==> config.mk <==
export PLATFORM = sky130hd
export DESIGN_NAME = fir_filter_time_mux
export DESIGN_NICKNAME = d
export VERILOG_FILES = /design/src/rtl/fir_filter_time_mux.sv
export SDC_FILE = /design/constraint.sdc
export NUM_CORES = 1
export LEC_CHECK = 0
export ABC_AREA = 1
export CAP_MARGIN = 20
export CORE_ASPECT_RATIO = 1.4
export CORE_MARGIN = 4
export CORE_UTILIZATION = 56
export DETAILED_ROUTE_END_ITERATION = 8
export GPL_TIMING_DRIVEN = 0
export PLACE_DENSITY = 0.74
export SLEW_MARGIN = 20
export SYNTH_ARGS = -nofsm -noshare
export SYNTH_HDL_FRONTEND = slang
export SYNTH_SLANG_ARGS = --single-unit
==> constraint.sdc <==
create_clock -name Clk -period 6.3 [get_ports Clk]
set_input_delay 0.945 -clock Clk [delete_from_list [all_inputs] [get_ports Clk]]
set_output_delay 0.945 -clock Clk [all_outputs]
set_load 0.005 [all_outputs]
==> src/rtl/fir_filter_time_mux.sv <==
// Time-multiplexed FIR: one multiplier and one accumulator adder walk the taps one per cycle.
// Define FIR_OUTPUT_SATURATE_EN to clip the result to OUT_W and flag Overflow; otherwise the result wraps.
`default_nettype none

module fir_filter_time_mux #(
  parameter int DATA_W = 8,
  parameter int COEF_W = 8,
  parameter int TAPS   = 10,
  parameter int OUT_W  = 16
) (
  input  logic                     Clk,
  input  logic                     Reset,
  input  logic signed [DATA_W-1:0] InputData,
  input  logic                     InputValid,
  output logic                     InputReady,
  input  logic [$clog2(TAPS)-1:0]  CoefficientIndex,
  input  logic signed [COEF_W-1:0] NewCoefficientValue,
  input  logic                     CoefficientWriteEnable,
  output logic signed [OUT_W-1:0]  FilteredOutput,
  output logic                     OutputValid,
  output logic                     Overflow
);

  localparam int IDX_W  = $clog2(TAPS);
  localparam int PROD_W = DATA_W + COEF_W;
  localparam int ACC_W  = PROD_W + IDX_W;
  localparam logic [IDX_W-1:0] LAST_TAP = IDX_W'(TAPS - 1);

`ifdef FIR_OUTPUT_SATURATE_EN
  localparam int EXT_W = (ACC_W > OUT_W) ? ACC_W : OUT_W;
  localparam logic signed [EXT_W-1:0] SAT_MAX = {{(EXT_W-OUT_W+1){1'b0}}, {(OUT_W-1){1'b1}}};
  localparam logic signed [EXT_W-1:0] SAT_MIN = {{(EXT_W-OUT_W+1){1'b1}}, {(OUT_W-1){1'b0}}};
`endif

  typedef enum logic {
    IDLE,
    MAC
  } state_t;

  // Returns {overflow, result} for a full-precision accumulator sum.
  function automatic logic [OUT_W:0] convert(input logic signed [ACC_W-1:0] s);
`ifdef FIR_OUTPUT_SATURATE_EN
    logic signed [EXT_W-1:0] e;
    e = EXT_W'(s);
    if (e > SAT_MAX) return {1'b1, SAT_MAX[OUT_W-1:0]};
    if (e < SAT_MIN) return {1'b1, SAT_MIN[OUT_W-1:0]};
    return {1'b0, e[OUT_W-1:0]};
`else
    return {1'b0, OUT_W'(s)};
`endif
  endfunction

  state_t                     state_q;
  logic [IDX_W-1:0]           cnt_q;
  logic signed [ACC_W-1:0]    acc_q;
  logic signed [DATA_W-1:0]   x_q [TAPS];
  logic signed [COEF_W-1:0]   c_q [TAPS];
  logic signed [OUT_W-1:0]    out_q;
  logic                       vld_q;
  logic                       ovf_q;

  logic signed [PROD_W-1:0]   xa_d;
  logic signed [PROD_W-1:0]   ca_d;
  logic signed [PROD_W-1:0]   prod_d;
  logic signed [ACC_W-1:0]    sum_d;
  logic [OUT_W:0]             conv_d;
  logic                       wr_ok_d;

  // Single shared multiply-accumulate, steered by the tap counter.
  always_comb begin
    xa_d    = PROD_W'(x_q[cnt_q]);
    ca_d    = PROD_W'(c_q[cnt_q]);
    prod_d  = xa_d * ca_d;
    sum_d   = acc_q + ACC_W'(prod_d);
    conv_d  = convert(sum_d);
    wr_ok_d = CoefficientWriteEnable && (int'(CoefficientIndex) < TAPS);
  end

  always_ff @(posedge Clk or posedge Reset) begin
    if (Reset) begin
      state_q <= IDLE;
      cnt_q   <= '0;
      acc_q   <= '0;
      out_q   <= '0;
      vld_q   <= 1'b0;
      ovf_q   <= 1'b0;
      for (int k = 0; k < TAPS; k++) begin
        x_q[k] <= '0;
        c_q[k] <= '0;
      end
    end else begin
      vld_q <= 1'b0;
      case (state_q)
        IDLE: begin
          // A write landing with an accepted sample is seen by that sample's computation.
          if (wr_ok_d) c_q[CoefficientIndex] <= NewCoefficientValue;
          if (InputValid) begin
            x_q[0] <= InputData;
            for (int k = 1; k < TAPS; k++) x_q[k] <= x_q[k-1];
            acc_q   <= '0;
            cnt_q   <= '0;
            state_q <= MAC;
          end
        end
        MAC: begin
          acc_q <= sum_d;
          if (cnt_q == LAST_TAP) begin
            out_q   <= conv_d[OUT_W-1:0];
            ovf_q   <= conv_d[OUT_W];
            vld_q   <= 1'b1;
            state_q <= IDLE;
          end else begin
            cnt_q <= cnt_q + 1'b1;
          end
        end
        default: state_q <= IDLE;
      endcase
    end
  end

  assign InputReady     = (state_q == IDLE);
  assign FilteredOutput = out_q;
  assign OutputValid    = vld_q;
  assign Overflow       = ovf_q;

endmodule

`default_nettype wire
Word level (Yosys, flattened, before mapping)
Index checks and enable logic that the tools add are counted.
{"block": "word_totals", "ff_bits": 202, "input_bits": 24, "output_inout_bits": 19, "wordCells": 63}
{"block": "op_classes", "addsub": 2, "mul": 1, "order_cmp": 4, "n_eq_ne": 3, "n_mux": 19, "bitwise_logic": 3, "reduce_logical": 6}
{"op": "bitwise mux 80 bit", "count": 1}
{"op": "binary-select mux 8 bit (select 4 bit)", "count": 2}
{"op": "2-to-1 mux 8 bit", "count": 5}
{"op": "case mux 20 bit (2 select lines)", "count": 1}
{"op": "demux 8 bit (select 4 bit)", "count": 1}
{"op": "adder 20 x 16 -> 20 bit", "count": 1}
{"op": "2-to-1 mux 20 bit", "count": 1}
{"op": "multiplier 8 x 8 -> 16 bit", "count": 1}
{"op": "greater-or-equal comparator 5 bit (second input constant)", "count": 2}
{"op": "inverter 4 -> 5 bit", "count": 2}
{"op": "2-to-1 mux 4 bit", "count": 2}
{"op": "case mux 4 bit (2 select lines)", "count": 1}
{"op": "AND reduction 2 bit", "count": 4}
{"op": "< comparator 5 x 1 -> 1 bit (second input constant)", "count": 1}
{"op": "adder 4 x 1 -> 4 bit (second input constant)", "count": 1}
{"op": "equality test 4 bit (second input constant)", "count": 1}
{"op": "< comparator 4 bit (second input constant)", "count": 1}
{"op": "2-to-1 mux 1 bit", "count": 4}
{"op": "inequality test 2 bit (second input constant)", "count": 2}
{"op": "logical AND 1 bit", "count": 2}
{"op": "case mux 1 bit (2 select lines)", "count": 1}
{"op": "inverter 1 bit", "count": 1}

Depth between registers and ports, before layout
Gate-level depths: netlist (run 1).
{"block": "depth", "ltp_word": 7, "depth_mapped": 32, "depth_no_buf": 30}

Worst setup path after synthesis (run 1)
Ideal clock, no wire load.
{"block": "synth_path", "path_kind": "reg-to-reg", "from": "register cnt_q[0]", "to": "register out_q[10], in the netlist FilteredOutput[10]", "setup_ns": 0.119, "t_arrival_ns": 5.114, "required_time_ns": 6.181, "path_slack_ns": 1.067, "path_stages_with_launch": 24, "path_buffers": 2, "period_less_slack_ns": 5.233, "cell_sequence": "dfrtp_1 > buf_4 > inv_4 > buf_2 > nor2_1 > o221ai_1 > nand3_1 > o21ai_2 > nand2_1 > inv_1 > fa_1 > fa_1 > fa_1 > inv_1 > fa_1 > inv_1 > ha_1 > ha_1 > inv_1 > o21ai_0 > a211o_1 > or2_2 > nand3_1 > nand2_1"}
{"block": "synth_via", "elab_chain_len": 6, "word_cells_on_any_way": 11, "cone_classes": "1 x add/sub; 1 x mul; 1 x eq/ne; 6 x mux; 1 x bitwise; 1 x reduce/logical"}
{"item": "start, declared", "line": "54", "text": "logic [IDX_W-1:0] cnt_q;"}
{"item": "start signal, assigned", "line": "113", "text": "cnt_q <= cnt_q + 1'b1;"}
{"item": "inverter 4 -> 5 bit (not written as such)", "line": "71, 72"}
{"item": "binary-select mux 8 bit (select 4 bit), on equally long branches", "line": "71, 72"}
{"item": "2-to-1 mux 8 bit, on equally long branches (2 in a row)", "line": "71, 72"}
{"item": "multiplier 8 x 8 -> 16 bit", "line": "73", "text": "prod_d = xa_d * ca_d;"}
{"item": "adder 20 x 16 -> 20 bit", "line": "74", "text": "sum_d = acc_q + ACC_W'(prod_d);"}
{"item": "end signal, assigned", "line": "108", "text": "out_q <= conv_d[OUT_W-1:0];"}
{"item": "end, declared", "line": "58", "text": "logic signed [OUT_W-1:0] out_q;"}
Parallel ways exist; a longest one is shown, timed or not. The select of a mux whose other input is x is not followed.
A chain may end at the register's enable or synchronous reset.

Worst setup path in the final report (run 1)
{"block": "layout_path", "from": "register cnt_q[0]", "to": "register acc_q[10]"}
{"block": "layout_via", "elab_chain_len": 7, "word_cells_on_any_way": 10, "cone_classes": "1 x add/sub; 1 x mul; 7 x mux; 1 x bitwise"}
{"item": "inverter 4 -> 5 bit (not written as such) (*)", "line": "71, 72"}
{"item": "binary-select mux 8 bit (select 4 bit), on equally long branches", "line": "71, 72"}
{"item": "2-to-1 mux 8 bit, on equally long branches (2 in a row)", "line": "71, 72"}
{"item": "multiplier 8 x 8 -> 16 bit (*)", "line": "73"}
{"item": "adder 20 x 16 -> 20 bit (*)", "line": "74"}
{"item": "case mux 20 bit (2 select lines) (*)", "line": "93", "text": "case (state_q)"}
{"item": "end signal, assigned", "line": "106", "text": "acc_q <= sum_d;"}
{"item": "end, declared", "line": "55", "text": "logic signed [ACC_W-1:0] acc_q;"}
Every way passes the cells marked *; elsewhere a longest branch is shown, timed or not. The select of a mux whose other input is x is not followed.

==> results.cfg, run 1 <==
[timing]
finalHoldViolCount = 0
setup-tns-final_ns = 0
fmaxAchievable_ghz = 0.167
fin_crit_ns = 5.97
layout_setup_ws_ns = 0.326
final.setup_skew_ns = 0.0101
fin_crit_sh = 0.948
setup_violating_endpoint_count_in_the_final_report = 0
timing.final.max_slew_violations = 0
worst_slew_margin_rel = 0.601
worst_pin_slew_ns = 0.599

[global_route]
grt_resource_usage_total = 0.252
wire_length_of_the_first_global_routing_pass_mm = 48.2
grt_antenna_before_repair = 0
grt_max_degree = 36
global_route.overflow_total = 0
grt_pass1_vias = 9751

[hold_path]
hold_start = FilteredOutput[13]
worstHoldPathType = register to register
hold-path-cell-count = 2

[die]
fp.dieH_um = 181
die-area_um2 = 23800
design.portCount = 43
core_area_um2 = 21100
initial_utilization = 0.566
core.rowCount = 63
fp.dieW_um = 132

[cells_and_area]
layout.area.seq_um2 = 4950
antenna-diode-count = 0
layout.cells.most_common_list = 289 x sky130_fd_sc_hd__nand2_1, 200 x sky130_fd_sc_hd__inv_1, 198 x sky130_fd_sc_hd__dfrtp_1, 127 x sky130_fd_sc_hd__o21ai_0, 79 x sky130_fd_sc_hd__nor2_1
final-instance-count-excl-fill = 1705
post_route_cells_drive_above_1_share = 0.104
num-nets-final = 1566
area_growth_syn_to_layout_pct = 12.4
fillerInstances = 1775
mostFrequentLayoutCell = sky130_fd_sc_hd__nand2_1
total_area_of_multi_input_combinational_cells_um2 = 5880

[yosys]
yosys_register_bits = 198
synth_cell_type_count = 41
syn-mean-instance-area_um2 = 8.76
postSynthNetCount = 1500
synth-seq-area-share = 0.414
post_synth_instance_area_um2 = 12000
yosysWarningCount = 0
post_synth_inst_count = 1366

[drt]
totalWireLength_mm = 28.8
route.detailed.vias_per_inst = 5.52
routedWlPerCell_um = 16.9
drtAntennaViolNets = 0
detailedRoute.firstPassIterationCount = 6
vias = 9405
drt_drc_violations_left = 0
initialDrtViolationCount = 580

[setup_path]
cp-start-kind = register
ff2ff_path_depth = 21
crit_startpoint = cnt_q[0]
crit_type = register to register
worst_r2r_startpoint = cnt_q[0]
timing.critical_path.arrival_ns = 6.31
endpoint_kind = register
timing.critical_path.fanout_max = 10
cp.required_ns = 6.64

[flow_run]
cap_viol_max_count = 0

[cts]
cts-buffers-inserted = 17
clk_pin_slew_ns = 0.07
clock_latency_late_sink_ns = 0.45
tritoncts_num_sinks = 198
clock_tree.buffer_depth = 2
cts_hold_buffers = 0
post_cts.repair.setup_buffers = 0
clockRootBuffer = sky130_fd_sc_hd__clkbuf_16
cts_tree = built
htree_levels = 4

[placed_design]
post-place-ws_ns = 0.269
portBuffers = 41
place.detailed.instances = 1673
place.detailed.hpwl_mm = 21.9
gp_congestion = 0.879

[run_status]
run_status = finished, final reports clean
[area by class of cell]
cell class,count,share of cell area
repair buffers,47,0.0395
plain buffers,59,0.0277
well taps,260,0.0242
clock buffers,21,0.0350
clock inverters,11,0.00903
flip-flops and latches,198,0.368
inverters,208,0.0591
multi-input cells,901,0.437
[worst paths after layout]
path / end / slack (ns)
min: FilteredOutput[13] / 0.48
max in group asynchronous: c_q[20] / 4.41
max reg2reg: acc_q[10] / 0.33
min reg2reg: FilteredOutput[13] / 0.48
min in group asynchronous: FilteredOutput[3] / 0.88
max: acc_q[10] / 0.33
[layer usage]
metal,GRT usage,vias to the layer above,part of all wire
met5,0,-,0
met4,0.116,0,0.038
met3,0.0398,90,0.045
met2,0.452,295,0.53
met1,0.296,4515,0.39
li1,-,4505,-
[registers in the layout, indices dropped and copies added, names as in the netlist]
name	cells
FilteredOutput	16
x_q	80
cnt_q	4
acc_q	16
OutputValid	1
c_q	80
state_q	1
[what timing repair did]
action,4_1_cts,5_1_grt
resized for setup,0,11
setup endpoints to repair,0,8
hold endpoints to repair,0,0
[logic make-up after synthesis]
kind of cell | count (synthesis) | share of synthesized area
other cells | 1 | 0.000313
flops | 198 | 0.414
buf+inv | 267 | 0.0959
mux | 34 | 0.0306
fa+ha+maj | 110 | 0.160
compound gates | 300 | 0.140
xor+xnor | 4 | 0.00293
simple gates | 452 | 0.157
[stage by stage]
step	utilization	hold WS, ns	cell area, µm²
global placement	0.601	0.458	12700
floorplan	-	0.450	12000
CTS	0.635	0.480	13400
finish	0.637	0.475	13400
global route	0.637	0.497	13400
detailed placement	0.607	0.463	12800
[critical path: stages (launching register included)]
cell	delay [ns]
sky130_fd_sc_hd__dfrtp_1	0.42
sky130_fd_sc_hd__buf_6	0.17
sky130_fd_sc_hd__inv_4	0.07
sky130_fd_sc_hd__buf_2	0.24
sky130_fd_sc_hd__nor2_1	0.06
sky130_fd_sc_hd__o211ai_1	0.28
sky130_fd_sc_hd__o211ai_1	0.23
sky130_fd_sc_hd__nand2_2	0.21
sky130_fd_sc_hd__nand3_1	0.12
sky130_fd_sc_hd__fa_1	0.51
sky130_fd_sc_hd__fa_1	0.54
sky130_fd_sc_hd__inv_1	0.06
sky130_fd_sc_hd__fa_1	0.51
sky130_fd_sc_hd__fa_1	0.58
sky130_fd_sc_hd__fa_1	0.42
sky130_fd_sc_hd__ha_1	0.36
sky130_fd_sc_hd__a21oi_1	0.28
sky130_fd_sc_hd__nor2_1	0.10
sky130_fd_sc_hd__a211o_1	0.25
sky130_fd_sc_hd__or2_2	0.29
sky130_fd_sc_hd__nand3_1	0.09
sky130_fd_sc_hd__nand2_1	0.06
[cell usage after synthesis]
cell	number	area [µm²]
sky130_fd_sc_hd__a21oi_1	57	285
sky130_fd_sc_hd__nand4_1	3	18.8
sky130_fd_sc_hd__o211ai_1	14	105
sky130_fd_sc_hd__o21ai_2	18	158
sky130_fd_sc_hd__xnor2_1	3	26.3
sky130_fd_sc_hd__a31oi_1	1	6.26
sky130_fd_sc_hd__nand3_1	59	295
sky130_fd_sc_hd__buf_2	30	150
sky130_fd_sc_hd__nand2b_1	1	6.26
sky130_fd_sc_hd__xor2_1	1	8.76
sky130_fd_sc_hd__nand2_2	3	18.8
sky130_fd_sc_hd__o22ai_1	8	50.1
sky130_fd_sc_hd__mux2i_1	13	130
sky130_fd_sc_hd__o21bai_1	1	7.51
sky130_fd_sc_hd__inv_1	203	762
sky130_fd_sc_hd__inv_4	1	6.26
sky130_fd_sc_hd__clkinv_1	1	3.75
sky130_fd_sc_hd__o221ai_1	8	70.1
sky130_fd_sc_hd__a211o_1	1	8.76
sky130_fd_sc_hd__o21ai_0	128	641
sky130_fd_sc_hd__nor3_1	2	10.0
sky130_fd_sc_hd__nand3b_1	5	37.5
sky130_fd_sc_hd__dfrtp_1	198	4950
sky130_fd_sc_hd__o211ai_2	1	12.5
sky130_fd_sc_hd__nor3_4	1	16.3
sky130_fd_sc_hd__buf_4	6	45.0
sky130_fd_sc_hd__conb_1	1	3.75
sky130_fd_sc_hd__nor2_1	79	297
sky130_fd_sc_hd__clkbuf_1	10	37.5
sky130_fd_sc_hd__buf_1	2	7.51
sky130_fd_sc_hd__inv_2	3	11.3
sky130_fd_sc_hd__nand3_2	8	80.1
sky130_fd_sc_hd__nor2_2	1	6.26
sky130_fd_sc_hd__buf_6	11	124
sky130_fd_sc_hd__fa_1	71	1420
sky130_fd_sc_hd__nand2_1	289	1080
sky130_fd_sc_hd__or2_2	1	6.26
sky130_fd_sc_hd__o21ai_4	1	16.3
sky130_fd_sc_hd__mux2_2	21	236
sky130_fd_sc_hd__o21ai_1	62	310
sky130_fd_sc_hd__ha_1	39	488
Power of run 1 is not shown: default switching activity piles up to over one toggle a cycle in this logic, so the estimate is an artifact.
==> run 2, diff against run 1 <==
- CORE_UTILIZATION: 56 -> 58
- CTS_BUF_LIST: unset -> sky130_fd_sc_hd__clkbuf_4
- PLACE_DENSITY: 0.74 -> 0.76
==> results.cfg, run 2 (synthesized netlist as in run 1, its figures left out) <==
[setup_path]
timing.critical_path.arrival_ns = 6.46
ff2ff_path_depth = 23
cp_slowest_stage_delay_ns = 0.54
reg2reg_slack_ns = 0.36
worst_r2r_startpoint = cnt_q[0]
crit_path_cell_trace = buf_4 -> inv_4 -> buf_2 -> o21ai_0 -> o221ai_1 -> nand3_1 -> o21ai_2 -> nand2_1 -> clkinvlp_4 -> fa_1 -> fa_1 -> fa_1 -> inv_1 -> fa_1 -> inv_1 -> ha_1 -> ha_1 -> inv_1 -> o21ai_0 -> a211o_1 -> or2_2 -> nand3_1 -> nand2_1
cp_slowest_cell = sky130_fd_sc_hd__fa_1
endpoint_kind = register
cp-start-kind = register
crit_type = register to register
critical_path.endpoint = acc_q[10]
cp.required_ns = 6.82
critPathMostFrequentCell = sky130_fd_sc_hd__fa_1
timing.critical_path.fanout_max = 10
crit_startpoint = cnt_q[0]
r2r_end = acc_q[10]

[global_route]
grt_pass1_vias = 9714
grt_max_degree = 35
global_route.overflow_total = 0
grt_antenna_before_repair = 1
grt_resource_usage_total = 0.267
wire_length_of_the_first_global_routing_pass_mm = 48.1

[drt]
routedWlPerCell_um = 17.0
initialDrtViolationCount = 661
drtAntennaViolNets = 0
totalWireLength_mm = 28.8
drt_drc_violations_left = 0
detailedRoute.firstPassIterationCount = 7
vias = 9569
route.detailed.vias_per_inst = 5.64

[timing]
worst_pin_slew_ns = 0.670
unrepaired_setup_endpoints_after_global_routing = false
worst_slew_margin_rel = 0.552
finalHoldViolCount = 0
final.setup_skew_ns = 0.0218
timing.final.max_slew_violations = 0
fin_crit_sh = 0.943
fin_crit_ns = 5.94
fmaxAchievable_ghz = 0.168
setup_violating_endpoint_count_in_the_final_report = 0
setup-tns-final_ns = 0

[die]
design.portCount = 43
fp.dieW_um = 129
core_area_um2 = 20100
core.rowCount = 61
initial_utilization = 0.596
fp.dieH_um = 178
die-area_um2 = 23000

[cells_and_area]
layout.cells.most_common_list = 289 x sky130_fd_sc_hd__nand2_1, 200 x sky130_fd_sc_hd__inv_1, 198 x sky130_fd_sc_hd__dfrtp_1, 127 x sky130_fd_sc_hd__o21ai_0, 79 x sky130_fd_sc_hd__nor2_1
area_growth_syn_to_layout_pct = 9.98
reg_top3 = c_q: 80 flops, x_q: 80 flops
mostFrequentLayoutCell = sky130_fd_sc_hd__nand2_1
num-nets-final = 1566
fillerInstances = 1722
post_route_cells_drive_above_1_share = 0.104

[cts]
cts-buffers-inserted = 17
htree_levels = 4
cts_hold_buffers = 0
tritoncts_num_sinks = 198
clock_tree.buffer_depth = 2
clk_pin_slew_ns = 0.18
clockRootBuffer = sky130_fd_sc_hd__clkbuf_4
clock_latency_late_sink_ns = 0.61
post_cts.repair.setup_buffers = 0
cts_tree = built

[hold_path]
hold_start = FilteredOutput[9]
worstHoldPathType = register to register
hold-path-cell-count = 2

[placed_design]
gp_congestion = 0.885
portBuffers = 41
place.detailed.hpwl_mm = 22.1

[flow_run]
cap_viol_max_count = 0

[run_status]
run_status = finished, final reports clean
[run 2: cell count changes in the layout (fill, tap and decap cells not counted), sizes merged]
cell / before / now
inv: 206 / 210
clkinvlp: 5 / 3
clkbuf: 33 / 30
bufinv: 2 / 1
clkinv: 6 / 8
diode: 0 / 1
[run 2: metrics by stage]
| step | hold WS [ns] | util | setup slack [ns] | cell area, µm² | std cells |
|---|---|---|---|---|---|
| after floorplan | 0.450 | - | 1.07 | 12000 | 1366 |
| after global placement | 0.460 | 0.632 | 0.328 | 12700 | 1659 |
| after detailed placement | 0.463 | 0.639 | 0.256 | 12800 | 1665 |
| after CTS | 0.499 | 0.655 | 0.227 | 13100 | 1697 |
| after global routing | 0.527 | 0.655 | 0.0111 | 13200 | 1698 |
| final | 0.497 | 0.655 | 0.359 | 13200 | 1698 |
[run 2: area by class of cell]
class	count	area (µm²)	share of cell area
clock inverters	14	184	0.0140
diodes	1	2.50	0.000190
flip-flops and latches	198	4950	0.377
inverters	208	795	0.0604
clock buffers	18	135	0.0103
plain buffers	59	369	0.0281
multi-input cells	901	5860	0.446
repair buffers	47	538	0.0409
well taps	252	315	0.0240
[run 2: metal layers]
metal	track usage	share of wire	up-vias
li1	-	-	4517
met2	0.461	0.52	351
met1	0.330	0.39	4611
met4	0.119	0.042	0
met5	0	0	-
met3	0.0410	0.050	90
[run 2: how the worst min path moves through the flow]
| stage | endpoint | slack, ns |
|---|---|---|
| after CTS | c_q[59] | 0.50 |
| final | FilteredOutput[9] | 0.50 |
| after global routing | FilteredOutput[14] | 0.53 |
| after detailed placement | c_q[61] | 0.46 |
| after global placement | c_q[61] | 0.46 |
| after floorplan | c_q[63] | 0.45 |
[run 2: what timing repair did]
item,in CTS,in global routing
hold endpoints to repair,0,0
endpoints found under the setup margin,0,9
resized for setup,0,8
[run 2: critical path: cells and delay by family (launching register included)]
kind | cells | cell delay (ns)
AOI/OAI and AO/OA | 5 | 1.03
DFF | 1 | 0.44
buffers and inverters | 7 | 0.98
and+or+nand+nor | 5 | 0.76
adders and majority gates | 6 | 2.66
Power of run 2 is left out for the same reason.
